File: src/rtl/lock_ctrl_if.sv
// Keypad / display bundle for the lock controller.
// The keypad side drives the strobes; the controller drives the scan,
// display and actuator outputs.
interface lock_ctrl_if;
    logic       key_valid;
    logic [3:0] key_code;
    logic       key_enter;
    logic       key_clear;
    logic [1:0] S;
    logic [3:0] dig_en;
    logic       disp_lock;
    logic       unlocked;
    logic [1:0] fail_cnt;

    // Keypad / observer side
    modport master (
        output key_valid, key_code, key_enter, key_clear,
        input  S, dig_en, disp_lock, unlocked, fail_cnt
    );

    // Controller side
    modport slave (
        input  key_valid, key_code, key_enter, key_clear,
        output S, dig_en, disp_lock, unlocked, fail_cnt
    );
endinterface

File: src/rtl/lock_ctrl.sv
// Keypad combination lock controller.
// Collects four BCD digits, compares them with PASSWORD on enter, opens the
// lock for OPEN_CYCLES cycles and counts consecutive failures. A free-running
// scanner drives the "LOCK" display character index and digit enables.
// Optional macro LOCK_LOCKOUT_EN: the failure that brings fail_cnt to
// MAX_FAIL locks the keypad out for LOCKOUT_CYCLES cycles.
module lock_ctrl #(
    parameter logic [15:0] PASSWORD       = 16'h1234,
    parameter int          SCAN_DIV       = 4,
    parameter int          OPEN_CYCLES    = 8,
    parameter int          MAX_FAIL       = 3,
    parameter int          LOCKOUT_CYCLES = 16
) (
    input  logic         clk,
    input  logic         rst,
    lock_ctrl_if.slave   bus
);

    // Parameters below 1 make the timers meaningless; refuse to elaborate.
    if (SCAN_DIV < 1 || OPEN_CYCLES < 1 || MAX_FAIL < 1 || LOCKOUT_CYCLES < 1) begin : g_bad_param
        $error("lock_ctrl: SCAN_DIV, OPEN_CYCLES, MAX_FAIL and LOCKOUT_CYCLES must be >= 1");
    end

    localparam int PW   = (SCAN_DIV > 1)    ? $clog2(SCAN_DIV)    : 1;
    localparam int OT_W = (OPEN_CYCLES > 1) ? $clog2(OPEN_CYCLES) : 1;
    localparam logic [PW-1:0]   PRE_MAX  = PW'(SCAN_DIV - 1);
    localparam logic [OT_W-1:0] OPEN_TOP = OT_W'(OPEN_CYCLES - 1);
`ifdef LOCK_LOCKOUT_EN
    localparam int LT_W = (LOCKOUT_CYCLES > 1) ? $clog2(LOCKOUT_CYCLES) : 1;
    localparam logic [LT_W-1:0] LOCK_TOP = LT_W'(LOCKOUT_CYCLES - 1);
`endif

    typedef enum logic [1:0] {
        ST_IDLE    = 2'd0,
        ST_OPEN    = 2'd1
`ifdef LOCK_LOCKOUT_EN
        , ST_LOCKOUT = 2'd2
`endif
    } state_e;

    state_e          state_q,     state_d;
    logic [15:0]     entry_q,     entry_d;
    logic [2:0]      cnt_q,       cnt_d;
    logic [1:0]      fail_cnt_q,  fail_cnt_d;
    logic [OT_W-1:0] open_tmr_q,  open_tmr_d;
`ifdef LOCK_LOCKOUT_EN
    logic [LT_W-1:0] lock_tmr_q,  lock_tmr_d;
`endif
    logic [PW-1:0]   pre_q,       pre_d;
    logic [1:0]      s_q,         s_d;
    logic [3:0]      dig_en_q,    dig_en_d;
    logic            disp_lock_q, disp_lock_d;
    logic            unlocked_q,  unlocked_d;

    logic [1:0]      fail_inc;
    logic            digit_ok;
    logic            code_match;

    // Saturating failure increment and key qualifiers
    assign fail_inc   = (fail_cnt_q == 2'd3) ? 2'd3 : fail_cnt_q + 2'd1;
    assign digit_ok   = bus.key_valid && (bus.key_code <= 4'd9);
    assign code_match = (cnt_q == 3'd4) && (entry_q == PASSWORD);

    // Next-state logic: scanner, lock FSM and registered output values
    always_comb begin
        // NOTE: every target gets a default first so no path leaves it
        // unassigned, which would otherwise infer a latch.
        state_d     = state_q;
        entry_d     = entry_q;
        cnt_d       = cnt_q;
        fail_cnt_d  = fail_cnt_q;
        open_tmr_d  = open_tmr_q;
`ifdef LOCK_LOCKOUT_EN
        lock_tmr_d  = lock_tmr_q;
`endif
        pre_d       = pre_q;
        s_d         = s_q;

        // Scanner runs regardless of lock state
        if (pre_q == PRE_MAX) begin
            pre_d = '0;
            s_d   = s_q + 2'd1;
        end else begin
            pre_d = pre_q + PW'(1);
        end

        case (state_q)
            ST_IDLE: begin
                // clear beats enter beats digit; losers are dropped
                if (bus.key_clear) begin
                    entry_d = '0;
                    cnt_d   = '0;
                end else if (bus.key_enter) begin
                    entry_d = '0;
                    cnt_d   = '0;
                    if (code_match) begin
                        state_d    = ST_OPEN;
                        fail_cnt_d = '0;
                        open_tmr_d = OPEN_TOP;
                    end else begin
                        fail_cnt_d = fail_inc;
`ifdef LOCK_LOCKOUT_EN
                        if (int'(fail_inc) == MAX_FAIL) begin
                            state_d    = ST_LOCKOUT;
                            lock_tmr_d = LOCK_TOP;
                        end
`endif
                    end
                end else if (digit_ok && cnt_q != 3'd4) begin
                    entry_d = {entry_q[11:0], bus.key_code};
                    cnt_d   = cnt_q + 3'd1;
                end
            end

            ST_OPEN: begin
                if (bus.key_clear || open_tmr_q == '0) begin
                    state_d = ST_IDLE;
                end else begin
                    open_tmr_d = open_tmr_q - OT_W'(1);
                end
            end

`ifdef LOCK_LOCKOUT_EN
            ST_LOCKOUT: begin
                if (lock_tmr_q == '0) begin
                    state_d    = ST_IDLE;
                    fail_cnt_d = '0;
                end else begin
                    lock_tmr_d = lock_tmr_q - LT_W'(1);
                end
            end
`endif

            default: begin
                state_d = ST_IDLE;
                entry_d = '0;
                cnt_d   = '0;
            end
        endcase

        // Outputs are computed from next state so they register in step
        dig_en_d    = ~(4'b0001 << s_d);
        unlocked_d  = (state_d == ST_OPEN);
        disp_lock_d = (state_d != ST_OPEN);
    end

    // State and output registers with synchronous reset
    always_ff @(posedge clk) begin
        // NOTE: sequential state uses non-blocking assignments so every
        // register samples pre-edge values regardless of statement order.
        if (rst) begin
            state_q     <= ST_IDLE;
            entry_q     <= '0;
            cnt_q       <= '0;
            fail_cnt_q  <= '0;
            open_tmr_q  <= '0;
`ifdef LOCK_LOCKOUT_EN
            lock_tmr_q  <= '0;
`endif
            pre_q       <= '0;
            s_q         <= '0;
            dig_en_q    <= 4'b1110;
            disp_lock_q <= 1'b1;
            unlocked_q  <= 1'b0;
        end else begin
            state_q     <= state_d;
            entry_q     <= entry_d;
            cnt_q       <= cnt_d;
            fail_cnt_q  <= fail_cnt_d;
            open_tmr_q  <= open_tmr_d;
`ifdef LOCK_LOCKOUT_EN
            lock_tmr_q  <= lock_tmr_d;
`endif
            pre_q       <= pre_d;
            s_q         <= s_d;
            dig_en_q    <= dig_en_d;
            disp_lock_q <= disp_lock_d;
            unlocked_q  <= unlocked_d;
        end
    end

    assign bus.S         = s_q;
    assign bus.dig_en    = dig_en_q;
    assign bus.disp_lock = disp_lock_q;
    assign bus.unlocked  = unlocked_q;
    assign bus.fail_cnt  = fail_cnt_q;

endmodule

File: src/flat_wrapper.sv
// flat-port wrapper written by rule: the top's interface ports become plain ports
module lock_ctrl_flat 
#(
    parameter logic [15:0] PASSWORD       = 16'h1234,
    parameter int          SCAN_DIV       = 4,
    parameter int          OPEN_CYCLES    = 8,
    parameter int          MAX_FAIL       = 3,
    parameter int          LOCKOUT_CYCLES = 16
)
  (clk, rst, bus_key_valid, bus_key_code, bus_key_enter, bus_key_clear, bus_S, bus_dig_en, bus_disp_lock, bus_unlocked, bus_fail_cnt);
  lock_ctrl_if bus_i ();
  input  logic clk;
  input  logic rst;
  input wire logic [$bits(bus_i.key_valid)-1:0] bus_key_valid;
  input wire logic [$bits(bus_i.key_code)-1:0] bus_key_code;
  input wire logic [$bits(bus_i.key_enter)-1:0] bus_key_enter;
  input wire logic [$bits(bus_i.key_clear)-1:0] bus_key_clear;
  output wire logic [$bits(bus_i.S)-1:0] bus_S;
  output wire logic [$bits(bus_i.dig_en)-1:0] bus_dig_en;
  output wire logic [$bits(bus_i.disp_lock)-1:0] bus_disp_lock;
  output wire logic [$bits(bus_i.unlocked)-1:0] bus_unlocked;
  output wire logic [$bits(bus_i.fail_cnt)-1:0] bus_fail_cnt;
  assign bus_i.key_valid = bus_key_valid;
  assign bus_i.key_code = bus_key_code;
  assign bus_i.key_enter = bus_key_enter;
  assign bus_i.key_clear = bus_key_clear;
  assign bus_S = bus_i.S;
  assign bus_dig_en = bus_i.dig_en;
  assign bus_disp_lock = bus_i.disp_lock;
  assign bus_unlocked = bus_i.unlocked;
  assign bus_fail_cnt = bus_i.fail_cnt;
  lock_ctrl #(.PASSWORD(PASSWORD), .SCAN_DIV(SCAN_DIV), .OPEN_CYCLES(OPEN_CYCLES), .MAX_FAIL(MAX_FAIL), .LOCKOUT_CYCLES(LOCKOUT_CYCLES)) u_core (.clk(clk), .rst(rst), .bus(bus_i));
endmodule
File: config.mk
export PLATFORM = sky130hd
export DESIGN_NAME = lock_ctrl_flat
export DESIGN_NICKNAME = d
export VERILOG_FILES = /design/src/rtl/lock_ctrl_if.sv /design/src/rtl/lock_ctrl.sv /design/src/flat_wrapper.sv
export SDC_FILE = /design/constraint.sdc
export NUM_CORES = 1
export LEC_CHECK = 0
export CORE_UTILIZATION = 30
export CTS_CLUSTER_SIZE = 25
export DETAILED_ROUTE_END_ITERATION = 7
export SLEW_MARGIN = 10
export SYNTH_ARGS = -nofsm -noshare
export SYNTH_HDL_FRONTEND = slang
export SYNTH_SLANG_ARGS = --single-unit
File: constraint.sdc
create_clock -name clk -period 3.3 [get_ports clk]
set_input_delay 0.66 -clock clk [delete_from_list [all_inputs] [get_ports clk]]
set_output_delay 0.66 -clock clk [all_outputs]
set_load 0.005 [all_outputs]
# Word level (Yosys, flattened, before mapping)
# Cells that the tools add are included.
# totals
regBits	36
# classes
bitwise	3
eq_ne	13
n_reduce_logical	11
muxes	21
n_addsub	5
shifts	1
magnitude_cmp	1
# ops
operator	count
16-bit two-way mux	3
16-bit one-hot mux with 2 select lines	1
3-bit two-way mux	7
16-bit by 13-bit == test with 1-bit output (second input constant)	1
2-bit two-way mux	7
3-bit one-hot mux with 2 select lines	2
2-bit by 1-bit adder with 2-bit output (second input constant)	3
2-bit inequality test (second input constant)	3
5-bit AND reduction	1
2-bit by 1-bit == test with 1-bit output (second input constant)	2
2-bit == test (second input constant)	2
4-bit less-or-equal comparator (second input constant)	1
2-bit by 1-bit inequality test with 1-bit output (second input constant)	2
4-bit by 3-bit inequality test with 1-bit output (second input constant)	1
4-bit inverter	1
2-bit one-hot mux with 2 select lines	1
1-bit by 2-bit left shift with 4-bit output (first input constant)	1
3-bit by 1-bit adder with 3-bit output (second input constant)	1
3-bit == test (second input constant)	1
1-bit logical AND	3
3-bit logical NOT	1
3-bit inequality test (second input constant)	1
3-bit AND reduction	1
3-bit by 1-bit subtractor with 3-bit output (second input constant)	1
other kinds (6)	7

# Depth between registers and ports, before layout
# Gate-level depths: netlist of the first run.
# depth
word_depth	7
ltp_mapped	7
mapped_depth_nobuf	6

# Least setup slack after synthesis of the first run
# OpenSTA, ideal clock, no wires.
# synth_path
path_kind	input to register
startpoint	input port bus_key_clear
endpoint	register u_core.entry_q[13]
path_slack_ns	1.622
path_buffers	1
required_ns	3.181
t_arrival_ns	1.559
stages	5
cell_sequence	o21ba_1 or2_4 nand2b_4 buf_6 o221a_1
# synth_via
elab_chain_cells	2
# synth_rtl
element	line	text
start, declared	flat_wrapper.sv:17	input wire logic [$bits(bus_i.key_clear)-1:0] bus_key_clear;
4-bit by 3-bit inequality test with 1-bit output (no line) or 16-bit two-way mux (tied branches)	n/a	
2-bit AND reduction (no line) or 16-bit one-hot mux with 2 select lines (tied branches)	n/a	
end signal, assigned	lock_ctrl.sv:167	entry_q <= entry_d;
end, declared	lock_ctrl.sv:42	logic [15:0] entry_q, entry_d;
# Parallel ways exist; a longest one is shown, timed or not.
# A chain may end at the register's enable or synchronous reset.

# Final worst setup path of the first run
# layout_path
startpoint	input port bus_key_code[2]
endpoint	register u_core.entry_q[12]
# layout_via
elab_chain_cells	5
# layout_rtl
element	line	text
start, declared	flat_wrapper.sv:15	input wire logic [$bits(bus_i.key_code)-1:0] bus_key_code;
4-bit less-or-equal comparator	lock_ctrl.sv:61	assign digit_ok = bus.key_valid && (bus.key_code <= 4'd9);
1-bit logical AND	lock_ctrl.sv:61	
1-bit logical AND	lock_ctrl.sv:109	end else if (digit_ok && cnt_q != 3'd4) begin
4-bit by 3-bit inequality test with 1-bit output (no line)	n/a	
2-bit AND reduction (no line)	n/a	
# No other way between the ends.

==> flow_summary.ini, run 1 <==
[status]
outcome = complete, no violations

[cells_and_area]
multi_input_area_um2 = 618
final_net_count = 163
syn_to_final_growth_pct = 24.4
diodes = 0
fillers = 427
seqCellArea_um2 = 721
post-route-util_pct = 39.2
drive_above_1_share_pct = 12.7
design_area_um2 = 1730
fin_cells = 202

[synthesis]
ys_top_cells_by_count = 36 x dfxtp_1, 10 x o221a_1, 8 x nand2_1
synth_most_common_cell = dfxtp_1
yosys.area.top_type_share_pct = 51.8
synth-seq-cells = 36
synth_edf_count = 0
syn-num-nets = 141
synth_cells = 127
netlist_area_um2 = 1390
avgSynthCellArea_um2 = 10.9
ys_warn_count = 0
synth_cell_types = 38
synth-seq-area-share_pct = 51.8
synth_area_leaders = dfxtp_1 52%, o221a_1 8.1%, ha_1 4.5%
synth-main-ff-cell = dfxtp_1
yosysTopAreaCell = dfxtp_1
synthArstFlopShare_pct = 0

[timing]
setup_tns_ns = 0
skew_ns = 0.00551
rsz0062_at_grt = no
setup_ws_ns = 1.04
min_period_over_period_pct = 68.6
final-hold-violation-count = 0
slew-limit-headroom_pct = 42.0
tightest_slew_ns = 0.865
max_clock_freq_mhz = 442
period_needed_ns = 2.26
setup_viol = 0
slew_viol_final = 0

[floorplanning]
die_x_um = 70.1
design.portCount = 19
num_rows = 24
die_y_um = 70.1
core_area_um2 = 4410
start_util_pct = 31.5
die_area_um2 = 4910

[hold_path]
hold_path_class = reg -> reg

[clocking]
clk_path_buf_depth = 2
cts_hold_buffers = 0
cts.sinks = 36
cts_tree = yes
clock_latency_ns = 0.29
cts_resized = 0
path_clk_slew_ns = 0.08
clock-root-buffer = clkbuf_8
cts_max_level = 2
post_cts_buffers = 0
cts_buffers = 5

[setup_path]
cp_max_fo = 13
startpoint_type = input port
cp_slowest_cell = nand4_1
cp.arrival_ns = 2.49
cp_top_family = simple AND/OR/NAND/NOR gates
required_ns = 3.53
criticalPathCategory = in -> reg
slowest_delay_ns = 0.55
cp_num_buf_inv = 1
path_cells = clkdlybuf4s50_1, o21ai_0, nand4_1, nand2b_4, o221a_1
cp-end-kind = flip-flop

[placement]
port_buffers = 18
preCtsSetupSlack_ns = 0.763
placed_area_um2 = 1620
gp_congestion = 0.821
post-dp-hpwl_um = 2040
placedCellCount = 194

[power_and_ir_drop]
power_per_cell_area_nw_per_um2 = 519
leakagePower_nw = 0.623
ir_worst_vdd_v = 0.000276

[detailed_routing]
drt_iter0_drc = 87
routedWlPerCell_um = 14.6
drt-total-wl_um = 2960
via_per_inst = 5.35
firstDrtPassIters = 4
drc = 0
postRouteAntennaNets = 0
via_count = 1081

[global_route]
grt_pass1_wl_um = 4860
grt_use_total_pct = 13.0
grt_pass1_vias = 1039
overflow = 0
antenna_found_initial = 0
grt_max_degree = 16

[job]
maxCapViolCount = 0
## report_power, final
| group | switching (mW) | total [mW] | internal (mW) |
|---|---|---|---|
| logic | 0.0260 | 0.0555 | 0.0295 |
| clock network | 0.165 | 0.389 | 0.224 |
| registers | 0.00761 | 0.453 | 0.446 |
## cells in the final DEF (no fill, tap or decap), types with 3 or more instances in the layout
cell type,netlist,layout
dfxtp_1,36,36
clkdlybuf4s50_1,0,18
o221a_1,10,10
nand2_1,8,8
inv_1,7,7
nor2_1,7,7
nor3_1,6,6
a22o_1,5,5
ha_1,5,5
clkbuf_8,0,5
o21ai_0,3,3
nor4b_1,3,3
a21oi_1,3,3
## metrics by stage
stage	hold slack, ns	total power, mW
detailed placement	0.428	0.519
CTS	0.443	0.907
finish	0.433	0.897
global placement	0.409	0.517
global route	0.453	0.931
floorplan	0.404	0.492
## metal layers
layer  share of wire, %  vias to the layer above  track usage, %  wire length, um
li1                   -                      512               -                -
met1                 47                      516            15.7             1380
met2                 45                       45            20.1             1330
met3                7.0                        8            4.76              207
met4                1.3                        0            6.67               37
met5                  0                        -               0                0
## worst reg2reg max path, cell delays in order, from the launching register on
cell and delay (ns):
dfxtp_1 0.38, inv_1 0.06, ha_1 0.19, nand2_1 0.10
nand4_1 0.51, nand2b_4 0.39, o221a_1 0.24
## logic make-up (layout without fill, tap and decap cells)
logic type	Yosys count	count (layout)	share of synthesized area, %
adder cells (fa/ha/maj)	5	5	4.50
other	1	1	0.270
flip-flops	36	36	51.8
XOR/XNOR	3	3	1.89
multiplexers	1	1	0.720
AO/OA/AOI/OAI	28	28	18.2
AND/OR/NAND/NOR	42	42	18.9
buffers and inverters	11	34	3.69
## state kept, by name, indices dropped and copies added (netlist names), 2 cells and up
| signal | flops |
|---|---|
| u_core.entry_q | 16 |
| u_core.bus.dig_en | 4 |
| u_core.cnt_q | 3 |
| u_core.open_tmr_q | 3 |
| u_core.bus.S | 2 |
| u_core.bus.fail_cnt | 2 |
| u_core.pre_q | 2 |
| u_core.state_q | 2 |
## area by class of cell
type / count / share of cell area [%]
flip-flops and latches: 36 / 41.7
multi-input cells: 80 / 35.7
repair buffers: 19 / 10.9
clock buffers: 5 / 3.98
well taps: 52 / 3.76
clock inverters: 3 / 2.46
inverters: 7 / 1.52
## final timing paths
| path | to | cells past startpoint | start | slack (ns) |
|---|---|---|---|---|
| worst max register to register | u_core.entry_q[12]$_SDFFE_PP0P_ | 6 | u_core.cnt_q[0]$_SDFFE_PP0P_ | 1.37 |
| worst min register to register | u_core.bus.dig_en[3]$_SDFF_PP1_ | 1 | u_core.bus.S[1]$_SDFF_PP0_ | 0.43 |
| worst min-delay path | u_core.bus.dig_en[3]$_SDFF_PP1_ | 1 | u_core.bus.S[1]$_SDFF_PP0_ | 0.43 |
| worst max-delay path | u_core.entry_q[12]$_SDFFE_PP0P_ | 5 | bus_key_code[2] | 1.04 |
(Power assumes the default switching activity.)
==> run 2: changes to the inputs <==
==> constraint.sdc (replaced) <==
create_clock -name clk -period 2.1 [get_ports clk]
set_input_delay 0.42 -clock clk [delete_from_list [all_inputs] [get_ports clk]]
set_output_delay 0.42 -clock clk [all_outputs]
set_load 0.005 [all_outputs]
==> run 2 against run 1 <==
Net effect:
- combinational power rose by 64%
- clock skew fell by 0.0014 ns
- worst setup slack got worse by 0.66 ns
- non-clock buffer count rose by 3
- first-iteration DRC count fell by 71%
- register-to-register slack got worse by 0.92 ns
- die area did not move
- worst hold slack got worse by 0.010 ns
- sequential power rose by 57%
- critical endpoint is now u_core.open_tmr_q[1]$_SDFFE_PP0P_
- largest power group unchanged
==> flow_summary.ini, run 2 (synthesized netlist as in run 1, its figures left out) <==
[detailed_routing]
drc = 0
firstDrtPassIters = 4
via_count = 1036
postRouteAntennaNets = 0
drt-total-wl_um = 2920
drt_iter0_drc = 25
via_per_inst = 5.05
routedWlPerCell_um = 14.3

[placement]
gp_congestion = 0.825
port_buffers = 18
preCtsSetupSlack_ns = 0.0511
post-dp-hpwl_um = 2130

[floorplanning]
num_rows = 24
core_area_um2 = 4410
die_x_um = 70.1
design.portCount = 19
die_area_um2 = 4910
start_util_pct = 31.5
die_y_um = 70.1

[global_route]
grt_max_degree = 15
grt_use_total_pct = 13.7
grt_pass1_vias = 1071
grt_pass1_wl_um = 5110
antenna_found_initial = 0
overflow = 0

[hold_path]
hold_path_class = reg -> reg

[timing]
period_needed_ns = 1.72
slew_viol_final = 0
rsz0062_at_grt = no
setup_tns_ns = 0
final-hold-violation-count = 0
max_clock_freq_mhz = 581
setup_ws_ns = 0.378
min_period_over_period_pct = 82.0
setup_viol = 0
skew_ns = 0.00408

[clocking]
clock_latency_ns = 0.29
cts_hold_buffers = 0
path_clk_slew_ns = 0.07
cts_resized = 0
cts_tree = yes
cts_buffers = 5
clock-root-buffer = clkbuf_8
clk_path_buf_depth = 2
cts.sinks = 36
post_cts_buffers = 0
cts_max_level = 2

[cells_and_area]
drive_above_1_share_pct = 14.4
layout_common_cells = 36 x dfxtp_1, 18 x clkdlybuf4s50_1, 10 x o221a_1, 8 x nand2_1
largest_reg_flops = 16
layout_commonest_cell = dfxtp_1
top_register = u_core.entry_q
final_net_count = 166
post-route-util_pct = 40.0
syn_to_final_growth_pct = 27.1
diodes = 0

[setup_path]
cp-end-kind = flip-flop
cp_max_fo = 4
cp.arrival_ns = 1.91
required_ns = 2.29
startpoint_type = input port
criticalPathCategory = in -> reg

[status]
outcome = complete, no violations

[power_and_ir_drop]
power_per_cell_area_nw_per_um2 = 833
ir_worst_vdd_v = 0.000391
leakagePower_nw = 0.648

[job]
maxCapViolCount = 0
## run 2: cell types whose count changed in the layout (fill, tap and decap cells not counted)
cell        delta
buf_4          +3
clkinvlp_4     -1
clkbuf_8       +2
clkinv_2       -1
## run 2: report_power, final
part / total (mW) / internal, mW / switching (mW)
Combinational: 0.0911 / 0.0495 / 0.0416
Sequential: 0.713 / 0.701 / 0.0120
Clock: 0.668 / 0.419 / 0.249
Total: 1.47 / 1.17 / 0.302
## run 2: path summary, 6_finish.rpt
check	start	end	slack, ns	depth (start not counted)
hold reg to reg	u_core.bus.S[1]$_SDFF_PP0_	u_core.bus.dig_en[3]$_SDFF_PP1_	0.42	1
hold / removal	u_core.bus.S[1]$_SDFF_PP0_	u_core.bus.dig_en[3]$_SDFF_PP1_	0.42	1
setup / recovery	bus_key_clear	u_core.open_tmr_q[1]$_SDFFE_PP0P_	0.38	5
setup reg to reg	u_core.open_tmr_q[0]$_SDFFE_PP0P_	u_core.open_tmr_q[1]$_SDFFE_PP0P_	0.45	6
## run 2: critical path, cell delays in order
cell and delay, ns:
clkdlybuf4s50_1 0.47, nor4b_2 0.35, and4_1 0.27, nand2_1 0.09, a221oi_1 0.31
## run 2: per-layer routing
metal | global-route usage, % | wire [um]
met3 | 6.93 | 148
met2 | 20.0 | 1300
met1 | 17.0 | 1400
met5 | 0 | 0
met4 | 6.00 | 71
## run 2: per-stage QoR
stage	area, um2	instances	hold WS (ns)	power, mW
after floorplan	1390	127	0.404	0.773
after global placement	1640	197	0.408	0.816
after detailed placement	1640	197	0.409	0.820
after CTS	1770	205	0.426	1.49
after global routing	1770	205	0.454	1.53
final	1770	205	0.423	1.47
## run 2: cell type report
class | instances | area, um2
flip-flops and latches | 36 | 721
well taps | 52 | 65.1
multi-input cells | 80 | 618
fillers | 425 | 2650
clock buffers | 7 | 96.3
repair buffers | 22 | 210
inverters | 7 | 26.3
clock inverters | 1 | 30.0
==> run 3: changes to the inputs <==
==> constraint.sdc (replaced) <==
create_clock -name clk -period 1.5 [get_ports clk]
set_input_delay 0.3 -clock clk [delete_from_list [all_inputs] [get_ports clk]]
set_output_delay 0.3 -clock clk [all_outputs]
set_load 0.005 [all_outputs]
==> run 3 against run 2 <==
Net effect:
- core utilization increased by 3.9 points
- critical path type is now reg -> reg
- wire length increased by 10%
- largest cell class unchanged
- die area unchanged
- design area increased by 9.8%
- final cell count increased by 7.8%
==> flow_summary.ini, run 3 (synthesized netlist as in run 1, its figures left out) <==
[status]
outcome = complete, no violations

[timing]
setup_ws_ns = 0.0152
setup_viol = 0
final-hold-violation-count = 0
period_needed_ns = 1.48
rsz0062_at_grt = yes
min_period_over_period_pct = 99.0
skew_ns = 0.00607
slew_viol_final = 0
setup_tns_ns = 0
max_clock_freq_mhz = 673

[detailed_routing]
postRouteAntennaNets = 0
drc = 0
via_count = 1107
drt-total-wl_um = 3220
drt_iter0_drc = 70
firstDrtPassIters = 4
routedWlPerCell_um = 14.6
via_per_inst = 5.01

[placement]
gp_congestion = 0.811
placed_area_um2 = 1740
post-dp-hpwl_um = 2270
port_buffers = 18
preCtsSetupSlack_ns = -0.382

[clocking]
clock-root-buffer = clkbuf_8
cts.sinks = 36
path_clk_slew_ns = 0.07
clk_path_buf_depth = 2
clock_latency_ns = 0.30
cts_max_level = 2
cts_hold_buffers = 0
cts_buffers = 5
cts_tree = yes

[setup_path]
cp-end-kind = flip-flop
slowest_delay_ns = 0.33
cp_num_buf_inv = 2
cp_slowest_cell = dfxtp_2
path_cells = inv_1, ha_1, ha_2, nor3_2, buf_4, nor2_1, a221oi_2
startpoint_type = flip-flop
required_ns = 1.70
cp.arrival_ns = 1.69
cp_top_family = adder cells
cp_max_fo = 3
criticalPathCategory = reg -> reg

[floorplanning]
die_x_um = 70.1
die_y_um = 70.1
design.portCount = 19
start_util_pct = 31.5
core_area_um2 = 4410
die_area_um2 = 4910
num_rows = 24

[cells_and_area]
largest_reg_flops = 16
post-route-util_pct = 44.0
layout_commonest_cell = dfxtp_1
top_register = u_core.entry_q
syn_to_final_growth_pct = 39.6
final_net_count = 182
diodes = 0
layout_common_cells = 27 x dfxtp_1, 20 x buf_4, 16 x clkdlybuf4s50_1, 10 x o221a_1, 9 x dfxtp_2
design_area_um2 = 1940
drive_above_1_share_pct = 34.9

[power_and_ir_drop]
pwr-share-clk_pct = 39.0
power_switching_mw = 0.449
intPower_mw = 1.44
seq_power_share_pct = 53.0
leakagePower_nw = 0.726
power_per_cell_area_nw_per_um2 = 974
swShare_pct = 23.8
ir_worst_vdd_v = 0.000514
combPwrFrac_pct = 8.0
finalPower_mw = 1.89

[global_route]
grt_max_degree = 15
overflow = 0
grt_pass1_wl_um = 5440
grt_pass1_vias = 1184
antenna_found_initial = 0
grt_use_total_pct = 14.4

[job]
maxCapViolCount = 0

[hold_path]
hold_path_class = reg -> reg
## run 3: cell types whose count changed in the layout (fill, tap and decap cells not counted), sizes merged
| cell | change |
|---|---|
| dlygate4sd2 | +2 |
| clkdlybuf4s50 | -2 |
| clkinvlp | +2 |
| clkbuf | -1 |
| bufinv | -1 |
| buf | +16 |
## run 3: path summary, 6_finish.rpt
check / cells after the start / start / end / slack [ns]
max: 7 / u_core.open_tmr_q[0]$_SDFFE_PP0P_ / u_core.open_tmr_q[1]$_SDFFE_PP0P_ / 0.02
min: 1 / u_core.bus.S[1]$_SDFF_PP0_ / u_core.bus.dig_en[3]$_SDFF_PP1_ / 0.42
max reg2reg: 7 / u_core.open_tmr_q[0]$_SDFFE_PP0P_ / u_core.open_tmr_q[1]$_SDFFE_PP0P_ / 0.02
min reg2reg: 1 / u_core.bus.S[1]$_SDFF_PP0_ / u_core.bus.dig_en[3]$_SDFF_PP1_ / 0.42
## run 3: power groups by stage
stage | Clock [mW] | Combinational [mW] | Sequential [mW]
5_1_grt | 0.798 | 0.165 | 1.00
4_1_cts | 0.749 | 0.151 | 1.00
6_report | 0.737 | 0.151 | 1.00
3_3_place_gp | 0 | 0.142 | 1.02
2_1_floorplan | 0 | 0.0651 | 1.02
3_5_place_dp | 0 | 0.147 | 1.02
## run 3: timing repair
item	CTS	global route
setup buffers	0	4
resized for setup	14	13
pin swaps	3	7
endpoints found under the setup margin	10	25
gates cloned	0	0
## run 3: final cells by class
class	instances	area, um2
clock buffers	6	82.6
clock inverters	2	15.0
fillers	410	2470
inverters	7	26.3
multi-input cells	80	692
flip-flops and latches	36	732
well taps	52	65.1
repair buffers	38	328
## run 3: per-stage QoR
| stage | instances | hold WS, ns |
|---|---|---|
| 2_1_floorplan | 127 | 0.402 |
| 3_3_place_gp | 210 | 0.410 |
| 3_5_place_dp | 210 | 0.430 |
| 4_1_cts | 218 | 0.431 |
| 5_1_grt | 221 | 0.447 |
| 6_report | 221 | 0.423 |
## run 3: layer usage
| layer | wire length [um] | global-route usage, % |
|---|---|---|
| met1 | 1430 | 17.2 |
| met2 | 1600 | 23.1 |
| met3 | 128 | 4.47 |
| met4 | 63 | 7.56 |
| met5 | 0 | 0 |
## run 3: worst register-to-register path: stages, from the launching register on
cell and delay [ns]:
dfxtp_2 0.33, inv_1 0.04, ha_1 0.20, ha_2 0.19
nor3_2 0.20, buf_4 0.16, nor2_1 0.05, a221oi_2 0.23
